`config.mk`:
```
export PLATFORM = sky130hd
export DESIGN_NAME = oven_clock_ctrl
export DESIGN_NICKNAME = d
export VERILOG_FILES = /design/src/rtl/oven_clock_ctrl.sv
export SDC_FILE = /design/constraint.sdc
export NUM_CORES = 1
export LEC_CHECK = 0
export CORE_MARGIN = 2
export CORE_UTILIZATION = 60
export DETAILED_ROUTE_END_ITERATION = 8
export GPL_TIMING_DRIVEN = 1
export PLACE_DENSITY_LB_ADDON = 0.3
export SLEW_MARGIN = 15
export SYNTH_ARGS = -nofsm -noshare
export SYNTH_HDL_FRONTEND = slang
export SYNTH_SLANG_ARGS = --single-unit
```
`constraint.sdc`:
```
create_clock -name clk -period 3.6 [get_ports clk]
set_input_delay 0.72 -clock clk [delete_from_list [all_inputs] [get_ports clk]]
set_output_delay 0.72 -clock clk [all_outputs]
set_load 0.03 [all_outputs]
```
`src/rtl/oven_clock_ctrl.sv`:
```
// oven_clock_ctrl: oven front-panel time-of-day controller (BCD HH:MM, RUN/SET_HR/SET_MIN)
//   clk, rst_n           clock, asynchronous active-low reset
//   run_en               time advances in RUN only while high
//   btn_mode/inc/dec     debounced buttons, asynchronous to clk
//   minuteCountVal1/2    minutes ones/tens BCD digits
//   hourCountVal1/2      hours ones/tens BCD digits
//   mode                 0=RUN, 1=SET_HR, 2=SET_MIN
//   blink                1 = selected digits visible
//   sec_tick             one-cycle pulse per counted second
module oven_clock_ctrl #(
   parameter int TICK_DIV    = 50000000,
   parameter int SEC_PER_MIN = 60
) (
   input  logic       clk,
   input  logic       rst_n,
   input  logic       run_en,
   input  logic       btn_mode,
   input  logic       btn_inc,
   input  logic       btn_dec,
   output logic [3:0] minuteCountVal1,
   output logic [3:0] minuteCountVal2,
   output logic [3:0] hourCountVal1,
   output logic [3:0] hourCountVal2,
   output logic [1:0] mode,
   output logic       blink,
   output logic       sec_tick
);
   localparam int PW = $clog2(TICK_DIV);
   localparam int SW = (SEC_PER_MIN > 1) ? $clog2(SEC_PER_MIN) : 1;
   localparam logic [PW-1:0] P_LAST = PW'(TICK_DIV - 1);
   localparam logic [PW-1:0] P_HALF = PW'(TICK_DIV / 2 - 1);
   localparam logic [SW-1:0] S_LAST = SW'(SEC_PER_MIN - 1);

   typedef enum logic [1:0] {RUN = 2'd0, SET_HR = 2'd1, SET_MIN = 2'd2} state_t;

   state_t state, state_nx;
   logic [2:0] sync1, sync2, prev, btn_ev;
   logic ev_mode, ev_inc, ev_dec, edit, wrap, half, min_max;
   logic [PW-1:0] presc;
   logic [SW-1:0] sec;
   logic [3:0] m1, m2, h1, h2;
   logic [7:0] min_up, min_dn, hr_up, hr_dn;

   // 2-FF synchronizer followed by a rising-edge detector, bit order {mode, inc, dec}
   always_ff @(posedge clk or negedge rst_n) begin
      if (!rst_n) begin
         sync1 <= '0;
         sync2 <= '0;
         prev  <= '0;
      end else begin
         sync1 <= {btn_mode, btn_inc, btn_dec};
         sync2 <= sync1;
         prev  <= sync2;
      end
   end

   assign btn_ev  = sync2 & ~prev;
   assign ev_mode = btn_ev[2];
   assign ev_inc  = btn_ev[1];
   assign ev_dec  = btn_ev[0];
   // a mode event swallows any inc/dec arriving with it; inc+dec together cancel
   assign edit    = !ev_mode && (ev_inc ^ ev_dec);
   assign wrap    = presc == P_LAST;
   assign half    = presc == P_HALF;
   assign sec_tick = (state == RUN) && run_en && wrap;

   assign min_max = (m2 == 4'd5) && (m1 == 4'd9);
   assign min_up  = (m1 == 4'd9) ? {(m2 == 4'd5) ? 4'd0 : m2 + 4'd1, 4'd0} : {m2, m1 + 4'd1};
   assign min_dn  = (m1 == 4'd0) ? {(m2 == 4'd0) ? 4'd5 : m2 - 4'd1, 4'd9} : {m2, m1 - 4'd1};
   assign hr_up   = (h2 == 4'd2 && h1 == 4'd3) ? 8'h00 :
                    (h1 == 4'd9) ? {h2 + 4'd1, 4'd0} : {h2, h1 + 4'd1};
   assign hr_dn   = (h2 == 4'd0 && h1 == 4'd0) ? 8'h23 :
                    (h1 == 4'd0) ? {h2 - 4'd1, 4'd9} : {h2, h1 - 4'd1};

   always_ff @(posedge clk or negedge rst_n) begin
      if (!rst_n) state <= RUN;
      else        state <= state_nx;
   end

   always_comb begin
      state_nx = state;
      if (ev_mode)
         state_nx = (state == RUN) ? SET_HR : (state == SET_HR) ? SET_MIN : RUN;
   end

   always_ff @(posedge clk or negedge rst_n) begin
      if (!rst_n) begin
         presc <= '0;
         sec   <= '0;
         blink <= 1'b1;
         {m2, m1} <= 8'h00;
         {h2, h1} <= 8'h00;
      end else if (state == RUN) begin
         // blink stays 1 in RUN, which also covers forcing it on entry to SET_HR
         blink <= 1'b1;
         if (run_en) presc <= wrap ? '0 : presc + PW'(1);
         if (sec_tick) begin
            sec <= (sec == S_LAST) ? '0 : sec + SW'(1);
            if (sec == S_LAST) begin
               {m2, m1} <= min_up;
               if (min_max) {h2, h1} <= hr_up;
            end
         end
      end else if (ev_mode && state == SET_MIN) begin
         // leaving set mode restarts the second from scratch
         presc <= '0;
         sec   <= '0;
         blink <= 1'b1;
      end else begin
         presc <= wrap ? '0 : presc + PW'(1);
         if (wrap || half) blink <= ~blink;
         if (edit && state == SET_HR)  {h2, h1} <= ev_inc ? hr_up : hr_dn;
         if (edit && state == SET_MIN) {m2, m1} <= ev_inc ? min_up : min_dn;
      end
   end

   assign minuteCountVal1 = m1;
   assign minuteCountVal2 = m2;
   assign hourCountVal1   = h1;
   assign hourCountVal2   = h2;
   assign mode            = state;
endmodule

```
# Word level (Yosys, flattened, before mapping)
# Index checks and enable logic that the tools add are counted.
[word_totals]
register_bits = 60
input_bits = 6
[classes]
addsub = 10
n_eq_ne = 15
mux = 45
bitwise = 4
reduce_logical = 27
[ops]
columns = ["operator", "count"]
rows = [
  ["26-bit two-way mux", 4],
  ["4-bit two-way mux", 24],
  ["8-bit two-way mux", 8],
  ["26-bit by 1-bit adder with 26-bit output (second input constant)", 1],
  ["26-bit by 25-bit == test with 1-bit output (second input constant)", 1],
  ["26-bit == test (second input constant)", 1],
  ["6-bit two-way mux", 4],
  ["4-bit by 1-bit adder with 4-bit output (second input constant)", 4],
  ["4-bit logical NOT", 4],
  ["4-bit by 1-bit subtractor with 4-bit output (second input constant)", 4],
  ["5-bit AND reduction", 2],
  ["1-bit logical AND", 9],
  ["4-bit by 2-bit == test with 1-bit output (second input constant)", 2],
  ["4-bit == test (second input constant)", 2],
  ["2-bit inequality test (second input constant)", 4],
  ["6-bit by 1-bit adder with 6-bit output (second input constant)", 1],
  ["6-bit == test (second input constant)", 1],
  ["6-bit AND reduction", 1],
  ["2-bit nonzero test", 3],
  ["3-bit nonzero test", 2],
  ["4-bit by 3-bit == test with 1-bit output (second input constant)", 1],
  ["2-bit two-way mux", 2],
  ["4-bit AND reduction", 1],
  ["4-bit nonzero test", 1],
  ["other kinds (12)", 14],
]

# Longest topological paths before layout
[logic_depth]
word_depth = 8
mapped_depth = 8
mapped_depth_nobuf = 8

# Least setup slack after synthesis
# Ideal clock, no wire load.
[synth_timing]
path_kind = "reg2out"
startpoint = "register presc[0]"
endpoint = "output port sec_tick"
t_arrival_ns = 1.702
path_slack_ns = 1.178
stages_incl_launch_ff = 6
path_buffers = 0
cell_sequence = "dfrtp_1 > ha_1 > or4b_4 > nor4_4 > nand3_4 > inv_2"
[synth_via]
elab_chain_cells = 2
[synth_lines]
columns = ["element", "line_no", "source"]
rows = [
  ["start, declared", "39", "logic [PW-1:0] presc;"],
  ["start signal, assigned", "96", "if (run_en) presc <= wrap ? '0 : presc + PW'(1);"],
  ["start signal, assigned", "110", "presc <= wrap ? '0 : presc + PW'(1);"],
  ["26-bit == test", "63", "assign wrap = presc == P_LAST;"],
  ["1-bit logical AND", "65", "assign sec_tick = (state == RUN) && run_en && wrap;"],
  ["end, declared", "26", "output logic sec_tick"],
]
# Every way passes these cells.

# Worst setup path in the final report
# Ends and elaborated chain as after synthesis.

==> results.json <==
{
  "synth_cells": 383,
  "p_int_uw": 1510,
  "endpoint": "sec_tick",
  "post-route-min-period_ns": 3.09,
  "setup_viol": 0,
  "synth-main-ff-cell": "dfrtp_1",
  "cp_slowest_cell": "or4b_4",
  "clk_latency_ns": 0.34,
  "coreArea_sq_um": 5570,
  "cp_data_arrival_time_ns": 2.37,
  "synth_area_sq_um": 3490,
  "r2r-start": "presc[0]",
  "initial_core_util_pct": 62.6,
  "max_cap_viol_count": 0,
  "hold_slack_ns": 0.349,
  "instances_no_fill": 484,
  "ys_ff_latch": 60,
  "grt_max_degree": 40,
  "path_buf_inv": 2,
  "multi_input_area_sq_um": 1900,
  "reg2reg_slack_ns": 1.04,
  "post-synth-top-count-cell": "dfrtp_1",
  "period_share_pct": 85.8,
  "maxSlewHeadroom_pct": 45.2,
  "clkPwrFrac_pct": 26.6,
  "yosysWarnings": 0,
  "grt_pass1_vias": 2887,
  "finClkSkew_ns": 0.00453,
  "start_kind": "flip-flop",
  "drc": 0,
  "synth_edf_count": 0,
  "cp-end-kind": "output port",
  "place_congestion": 0.917,
  "antenna_found_initial": 0,
  "gr-total-overflow": 0,
  "power_frac_seq_pct": 38.6,
  "die_h_microns": 80.2,
  "numClockSinks": 60,
  "holdCritPathClass": "flip-flop to flip-flop",
  "dp_hpwl_microns": 5360,
  "clk_pin_slew_ns": 0.07,
  "tns_ns": 0,
  "syn_nets": 400,
  "crit_family": "simple AND/OR/NAND/NOR gates",
  "htreeDepth": 3,
  "ctsLongestPathBuffers": 2,
  "ir_worst_vdd_uv": 487,
  "p_total_uw": 2510,
  "tightest_slew_ns": 0.822,
  "avgSynthCellArea_sq_um": 9.10,
  "status": "finished, final reports clean",
  "rsz0062_at_grt": "no",
  "fp-row-count": 27,
  "p_leak_uw": 0.00169,
  "synth_common_cells": "dfrtp_1, nor2_1, nand2_1",
  "yosys.area.top_type": "dfrtp_1",
  "worstPathRequired_ns": 2.88,
  "switching_share_pct": 39.9,
  "powerDensity_nw_per_um2": 627,
  "synth_top_area_share_pct": 42.3,
  "worst-path-max-fanout": 6,
  "hold_buffers": 0,
  "drt_iter0_drc": 209,
  "num-nets-final": 424,
  "via_count": 3028,
  "dieArea_sq_um": 6440,
  "critical_path_class": "flip-flop to output port",
  "cts_tree": "yes",
  "path_depth": 6,
  "drive_gt1_share_pct": 8.01,
  "synth_area_leaders": "dfrtp_1, nor2_1, xor2_1, ha_1, o21ai_0",
  "ant_nets": 0,
  "path_cells": "ha_1 > or4b_4 > nor4_4 > nand3_4 > inv_2 > dlymetal6s2s_1",
  "final_hold_viol_count": 0,
  "pwr-share-comb_pct": 34.8,
  "port_buffers": 25,
  "p_sw_uw": 1000,
  "r2r_cells": 7,
  "worstReg2RegEnd": "hourCountVal1[1]",
  "wire_per_inst_microns": 15.8,
  "async_flop_share_pct": 100,
  "slew_viol_final": 0,
  "startpoint": "presc[0]",
  "drt-pass1-iter-count": 4,
  "fillCellCount": 409,
  "grt_usage_pct": 26.9,
  "dp_cells": 468,
  "yosys.cell_types.count": 57,
  "die_w_microns": 80.2,
  "ff_latch_area_sq_um": 1500,
  "vias_per_cell": 6.26,
  "wl_microns": 7650,
  "synth_seq_area_share_pct": 43.1,
  "grt_pass1_wl_microns": 13500,
  "num_io_pins": 26,
  "syn_to_final_growth_pct": 14.8,
  "max_stage_delay_ns": 0.49,
  "fmax_mhz": 324,
  "numCtsBuffers": 9,
  "n_antenna_cell": 0,
  "cts-root-buf": "clkbuf_8"
}
==> stage by stage <==
step           setup WS, ns  utilization [%]  cell area, sq um
2_1_floorplan          1.18                -              3490
6_report              0.510             71.8              4000
5_1_grt               0.336             71.8              4000
3_3_place_gp          0.547             67.9              3790
4_1_cts               0.119             71.8              4000
3_5_place_dp          0.500             67.9              3790
==> placed cells by master, fill, tap and decap left out, drive strengths merged, types with 5 or more instances in the layout <==
cell type and n:
a21oi 8, a31oi 6, and3 9, clkbuf 9
clkdlybuf4s50 23, dfrtp 59, ha 11, inv 7
nand2 34, nand2b 7, nand3 19, nand4 13
nor2 46, nor2b 5, nor3 11, nor4 13
o21ai 29, o31ai 11, or2 5, xnor2 11
xor2 16
==> worst min path at each step <==
stage	start	endpoint	slack, ns	cells after the start
2_1_floorplan	sync1[0]	sync2[0]	0.33	0
3_3_place_gp	sync1[1]	sync2[1]	0.33	0
3_5_place_dp	sync1[1]	sync2[1]	0.33	0
4_1_cts	sync1[1]	sync2[1]	0.35	0
5_1_grt	sync1[1]	sync2[1]	0.36	0
6_report	sync1[1]	sync2[1]	0.35	0
==> cell families after synthesis <==
group	count (synthesis)	share of synthesized area (%)
fa+ha+maj	11	3.95
flops	60	43.1
simple gates	180	27.6
compound gates	81	15.6
buf+inv	22	2.44
mux	2	0.574
xor+xnor	27	6.78
==> timing repair <==
| item | 4_1_cts | 5_1_grt |
|---|---|---|
| buffers inserted | 0 | 0 |
| resized for setup | 0 | 1 |
| endpoints found under the setup margin | 0 | 1 |
==> layout make-up <==
| type | instances | area share, % |
|---|---|---|
| sequential | 60 | 37.5 |
| tap | 72 | 2.25 |
| timing repair buffer | 28 | 6.75 |
| clock buffer | 9 | 3.09 |
| inverter | 7 | 0.656 |
| clock inverter | 7 | 2.28 |
| multi-input combinational | 301 | 47.4 |
==> power by group through the flow <==
stage,Combinational (uW),Clock [uW],Sequential [uW]
2_1_floorplan,559,0,1010
3_3_place_gp,841,0,968
3_5_place_dp,861,0,976
4_1_cts,868,677,964
5_1_grt,967,716,993
6_report,872,668,969
==> state kept, by name (all words and copies together), names as in the netlist <==
name	flops
blink	1
hourCountVal1	4
hourCountVal2	4
minuteCountVal1	4
minuteCountVal2	4
mode	2
presc	26
prev	3
sec	6
sync1	3
sync2	3
==> metal layers <==
layer	global-route usage, %	up-vias	share of wire, %	routed length (microns)
met4	9.66	0	1.5	115
li1	-	1455	-	-
met5	0	-	0	0
met1	36.3	1477	46	3550
met3	7.42	15	4.9	375
met2	41.3	81	47	3610
Note: power is estimated with default switching activity, not from simulation.
